$ cat config.mk
export PLATFORM = sky130hd
export DESIGN_NAME = fetch_unit
export DESIGN_NICKNAME = d
export VERILOG_FILES = /design/src/rtl/mips_defs_pkg.sv /design/src/rtl/fetch_unit_pc_next_sel.sv /design/src/rtl/fetch_unit.sv
export SDC_FILE = /design/constraint.sdc
export NUM_CORES = 1
export LEC_CHECK = 0
export ABC_AREA = 0
export CAP_MARGIN = 20
export CORE_MARGIN = 5
export CORE_UTILIZATION = 41
export DETAILED_ROUTE_END_ITERATION = 8
export GPL_TIMING_DRIVEN = 0
export PLACE_DENSITY = 0.88
export SLEW_MARGIN = 30
export SYNTH_ARGS = -nofsm -noshare
export SYNTH_HDL_FRONTEND = slang
export SYNTH_HIERARCHICAL = 1
export SYNTH_SLANG_ARGS = --single-unit
$ cat constraint.sdc
create_clock -name clk -period 3.1 [get_ports clk]
set_input_delay 0.62 -clock clk [delete_from_list [all_inputs] [get_ports clk]]
set_output_delay 0.62 -clock clk [all_outputs]
set_load 0.02 [all_outputs]
$ cat src/rtl/mips_defs_pkg.sv
// Shared MIPS core definitions: datapath width, opcode/funct constants and
// fetch-stage state encodings.
package mips_defs;

  localparam int WIDTH = 32;

  localparam logic [5:0] OP_RTYPE  = 6'h00;
  localparam logic [5:0] OP_J      = 6'h02;
  localparam logic [5:0] OP_BEQ    = 6'h04;
  localparam logic [5:0] OP_ADDI   = 6'h08;
  localparam logic [5:0] OP_ORI    = 6'h0d;
  localparam logic [5:0] FUNCT_ADD = 6'h20;

  typedef enum logic [1:0] {
    FS_IDLE  = 2'd0,
    FS_REQ   = 2'd1,
    FS_WAIT  = 2'd2,
    FS_FAULT = 2'd3
  } fetch_state_e;

endpackage

$ cat src/rtl/fetch_unit_pc_next_sel.sv
// PC next-value mux and write enable for the fetch stage.
// Purely combinational; the PC register itself lives in fetch_unit.
module pc_next_sel
  import mips_defs::*;
#(
  parameter int W = WIDTH
) (
  input  logic [3:0]   pc_hi,
  input  logic [25:0]  jidx,
  input  logic [W-1:0] alu_result,
  input  logic [W-1:0] alu_out,
  input  logic         PC_J,
  input  logic         PC_Src,
  input  logic         PC_Write,
  input  logic         Branch,
  input  logic         Zero,
  input  logic         stall,
  output logic         pc_en,
  output logic [W-1:0] pc_next
);

  always_comb begin
    pc_en = (PC_Write | (Branch & Zero)) & ~stall;
    if (!PC_J)
      pc_next = {pc_hi, jidx, 2'b00};
    else if (PC_Src)
      pc_next = alu_out;
    else
      pc_next = alu_result;
  end

endmodule

$ cat src/rtl/fetch_unit.sv
// Instruction fetch stage: owns PC/IR, fetches over a valid/ready memory port
// with variable latency and stalls the control FSM until the word arrives.
module fetch_unit
  import mips_defs::*;
#(
  parameter int          WIDTH    = mips_defs::WIDTH,
  parameter logic [31:0] RESET_PC = 32'h0000_0000
) (
  input  logic             clk,
  input  logic             rst,
  input  logic             PC_Write,
  input  logic             Branch,
  input  logic             Zero,
  input  logic             PC_Src,
  input  logic             PC_J,
  input  logic             IR_Write,
  input  logic [WIDTH-1:0] alu_result,
  input  logic [WIDTH-1:0] alu_out,
  output logic             mem_req_valid,
  output logic [WIDTH-1:0] mem_req_addr,
  input  logic             mem_req_ready,
  input  logic             mem_rsp_valid,
  input  logic [WIDTH-1:0] mem_rsp_data,
  output logic [WIDTH-1:0] pc,
  output logic [WIDTH-1:0] instr,
  output logic [5:0]       Op,
  output logic [5:0]       Funct,
  output logic             stall,
  output logic             fetch_fault,
  output logic [31:0]      instr_count
);

  fetch_state_e     state_q, state_d;
  logic [WIDTH-1:0] pc_q, pc_d;
  logic [WIDTH-1:0] instr_q, instr_d;
  logic [31:0]      count_q, count_d;

  logic             pc_en;
  logic [WIDTH-1:0] pc_next;
  logic             aligned;
  logic             rsp_take;

  assign aligned  = (pc_q[1:0] == 2'b00);
  assign rsp_take = (state_q == FS_WAIT) & mem_rsp_valid;

  assign stall         = (IR_Write & ~rsp_take) | (state_q == FS_FAULT);
  assign fetch_fault   = (state_q == FS_FAULT);
  assign mem_req_valid = ((state_q == FS_IDLE) & IR_Write & aligned) |
                         (state_q == FS_REQ);
  assign mem_req_addr  = pc_q;

  assign pc          = pc_q;
  assign instr       = instr_q;
  assign Op          = instr_q[31:26];
  assign Funct       = instr_q[5:0];
  assign instr_count = count_q;

  pc_next_sel #(.W(WIDTH)) u_pc_next_sel (
    .pc_hi      (pc_q[WIDTH-1:WIDTH-4]),
    .jidx       (instr_q[25:0]),
    .alu_result (alu_result),
    .alu_out    (alu_out),
    .PC_J       (PC_J),
    .PC_Src     (PC_Src),
    .PC_Write   (PC_Write),
    .Branch     (Branch),
    .Zero       (Zero),
    .stall      (stall),
    .pc_en      (pc_en),
    .pc_next    (pc_next)
  );

  always_comb begin
    state_d = state_q;
    instr_d = instr_q;
    count_d = count_q;
    pc_d    = pc_en ? pc_next : pc_q;
    unique case (state_q)
      FS_IDLE: begin
        if (IR_Write) begin
          if (!aligned)          state_d = FS_FAULT;
          else if (mem_req_ready) state_d = FS_WAIT;
          else                    state_d = FS_REQ;
        end
      end
      FS_REQ:  if (mem_req_ready) state_d = FS_WAIT;
      FS_WAIT: begin
        if (mem_rsp_valid) begin
          instr_d = mem_rsp_data;
          count_d = count_q + 32'd1;
          state_d = FS_IDLE;
        end
      end
      FS_FAULT: state_d = FS_FAULT;
      default:  state_d = FS_IDLE;
    endcase
  end

  always_ff @(posedge clk) begin
    if (rst) begin
      state_q <= FS_IDLE;
      pc_q    <= RESET_PC[WIDTH-1:0];
      instr_q <= '0;
      count_q <= '0;
    end else begin
      state_q <= state_d;
      pc_q    <= pc_d;
      instr_q <= instr_d;
      count_q <= count_d;
    end
  end

endmodule

==> summary.txt <==
Yosys
  – Mapped Nets: 705
  – Share of the synthesized area in the top cell type: 0.396
  – Sequential share of the synthesized area: 0.396
  – Synth cell types: 37
  – Syn Inst Count: 598
  – Flops & latches, synth: 98
  – Synth Warn #: 6
  – Synth area leader: dfxtp_1
  – Synth Cell Area: 4960 sq um
  – Syn_area_per_cell: 8.29 sq um
  – Leading post-synthesis cells by cell area: dfxtp_1, mux2i_1, a21oi_1, buf_4, nor2_1

STA
  – # setup viols final: 0
  – Max-slew headroom: 0.604
  – Fmax: 330 MHz
  – Worst Max-Slew Pin Slew: 594 ps
  – Post-route clock skew: 6.06 ps
  – RSZ-0062 raised after global routing: no
  – Final hold violations: 0
  – Minimum clock period: 3030 ps
  – Slew Viols, Final: 0
  – Final worst path period share: 0.977

Finish
  – Fillcell total: 996
  – Share of layout cells above drive strength 1: 0.0964
  – Final nets: 963
  – Layout Cells excl Fill: 1008
  – Util after Layout: 0.663
  – Syn-to-layout area delta: 59.4%
  – Antenna cells: 0

Hold path
  – Hold path start: instr[19]
  – Worst min path class: reg2reg

Global routing
  – Number of antenna violations at the first check in global routing: 0
  – Grt ovf: 0
  – Vias in the first global route: 5047
  – GRT Total Usage: 0.237
  – Pin count of the biggest net entering global routing: 15
  – First-pass GRT wire length: 27400 um

Placement
  – Routability cong.: 0.866
  – Dpl cells: 991
  – IO buf count: 246
  – Hpwl dp: 13500 um

Floorplanning
  – I/O Pins: 249
  – Die Area: 14400 sq um
  – Die X: 120 um
  – Die height: 120 um
  – Initial Utilization: 0.416
  – Cell Rows: 40
  – Core Region: 11900 sq um

Drt
  – Drc violations: 0
  – Post-DRT Antenna Nets: 0
  – DR vias/cell: 5.09
  – Detailed-route via count: 5133
  – Drt first pass iters: 6
  – Drt wl/cell: 17.3 um
  – DRT Wirelength: 17400 um
  – Drt first-iter violations: 338

Run status
  – Status: completed

Setup path
  – CP Class: in2out
  – Worst Path Buf+Inv: 3
  – Worst EP arrival: 2410 ps
  – CP max FO: 10
  – CP max-delay cell: clkdlybuf4s50_1
  – Worst setup EP type: primary output
  – CP Launch Type: input pin
  – CP startpoint: mem_rsp_valid
  – CP required: 2480 ps
  – Cells along the critical path: clkdlybuf4s50_1, nand3b_1, clkbuf_2, a21o_1, clkdlybuf4s50_1
  – CP max stage delay: 560 ps
  – CP dominant cell by count: clkdlybuf4s50_1
  – Reg2reg start: state_q[0]
  – Cell family with most CP delay: buffers and inverters

CTS
  – Reg clk slew, reported paths: 60 ps
  – Latest clock arrival within the worst-skew pair: 340 ps
  – CTS Buf Count: 9
  – CTS H-Tree Depth: 3
  – Hold-fix buffers at CTS: 0
  – Clk root buf: clkbuf_16
  – Clock sink count: 98
  – Clk buf depth: 2
  – TritonCTS clock tree: built

Pwr
  – Logic pwr share: 0.234
  – Sw frac: 0.268
  – Leak pwr: 3.00 nW
  – Worst VDD drop: 0.253 mV
  – Pwr Density: 400 nW/um^2
  – Psw: 0.848 mW
  – Int Pwr: 2.32 mW
  – Clock share of power: 0.339
  – Sequential share of power: 0.427
  – Pwr Total: 3.16 mW

Run
  – Max-Cap Viols: 0
## cells in the final DEF, fill, tap and decap left out, drive strengths merged, types with 10 or more instances in the layout
master / Yosys / routed
clkdlybuf4s50: 0 / 246
dfxtp: 98 / 98
nor2: 83 / 83
a21oi: 81 / 81
nand2: 77 / 77
mux2i: 65 / 65
buf: 61 / 62
clkbuf: 24 / 39
or4: 12 / 12
o31ai: 10 / 10
nand3: 10 / 10
## flip-flops by register name, summed over array words and instances (netlist names)
name,cells
instr,32
instr_count,32
mem_req_addr,32
state_q,2
## worst paths after layout
kind / cells after the start / to / slack [ps]
max: 5 / stall / 70
min reg2reg: 2 / instr[19] / 470
max reg2reg: 9 / mem_req_addr[21] / 670
min: 2 / instr[19] / 470
## cell usage after synthesis
| cell | count |
|---|---|
| a211oi_1 | 1 |
| a21o_1 | 1 |
| a21oi_1 | 81 |
| and2_1 | 2 |
| and3_1 | 2 |
| and3b_1 | 1 |
| and4_1 | 4 |
| buf_1 | 7 |
| buf_12 | 3 |
| buf_2 | 5 |
| buf_4 | 44 |
| buf_6 | 2 |
| clkbuf_1 | 22 |
| clkbuf_2 | 2 |
| dfxtp_1 | 98 |
| ha_1 | 1 |
| inv_1 | 5 |
| mux2_2 | 7 |
| mux2i_1 | 65 |
| nand2_1 | 77 |
| nand3_1 | 10 |
| nand3b_1 | 1 |
| nand4_1 | 8 |
| nand4b_4 | 1 |
| nor2_1 | 83 |
| nor2b_1 | 9 |
| nor3_1 | 3 |
| nor4_1 | 8 |
| nor4b_1 | 1 |
| o211a_1 | 1 |
| o21ai_0 | 4 |
| o31ai_1 | 10 |
| or2_2 | 1 |
| or3_1 | 6 |
| or4_1 | 12 |
| xnor2_1 | 5 |
| xor2_1 | 5 |
## through the flow
| stage | hold WS [ps] | cell area (sq um) | setup TNS (ps) | setup WS, ps |
|---|---|---|---|---|
| 6_report | 468 | 7900 | 0 | 70.5 |
| 3_3_place_gp | 458 | 7600 | -21130 | -702 |
| 4_1_cts | 470 | 7900 | 0 | 80.1 |
| 2_1_floorplan | 546 | 4960 | 0 | 645 |
| 5_1_grt | 497 | 7900 | 0 | 18.7 |
| 3_5_place_dp | 462 | 7600 | -19820 | -698 |
## routing by layer
layer / vias to the layer above / track usage / routed length (um)
li1: 2525 / - / -
met1: 2391 / 0.302 / 7240
met2: 200 / 0.403 / 8550
met3: 17 / 0.0688 / 1470
met4: 0 / 0.0387 / 155
met5: - / 0 / 0
## worst min-delay path, cell delays in order, from the launching register on
cell     delay [ps]
dfxtp_1         320
nand2_1          50
a21oi_1          50
## kinds of logic (layout without fill, tap and decap cells)
family	Yosys count	in the layout	synth area share
buffers and inverters	90	353	0.116
adder cells (fa/ha/maj)	1	1	0.00252
AO/OA/AOI/OAI	98	98	0.106
AND/OR/NAND/NOR	229	229	0.215
XOR/XNOR	10	10	0.0177
flip-flops	98	98	0.396
multiplexers	72	72	0.147
## power groups by stage
| stage | sequential, mW | clock (mW) | combinational (mW) |
|---|---|---|---|
| floorplan | 1.42 | 0 | 0.319 |
| global placement | 1.38 | 0 | 0.729 |
| detailed placement | 1.38 | 0 | 0.739 |
| CTS | 1.35 | 1.09 | 0.743 |
| global route | 1.36 | 1.16 | 0.791 |
| finish | 1.35 | 1.07 | 0.741 |
## cell type report
class / instances / area, sq um / share of cell area
Timing Repair Buffer: 247 / 2470 / 0.313
Multi-Input combinational cell: 410 / 2420 / 0.306
Sequential cell: 98 / 1960 / 0.248
Buffer: 85 / 562 / 0.0711
Clock buffer: 15 / 278 / 0.0352
Tap cell: 147 / 184 / 0.0233
Inverter: 5 / 18.8 / 0.00238
Clock inverter: 1 / 7.51 / 0.000950
## repair_timing
item / in CTS / in global routing
resized for setup: 4 / 0
buffers inserted: 1 / 0
setup endpoints to repair: 31 / 0
hold endpoints to repair: 0 / 0
No activity file was read; power rests on OpenSTA's default activity.
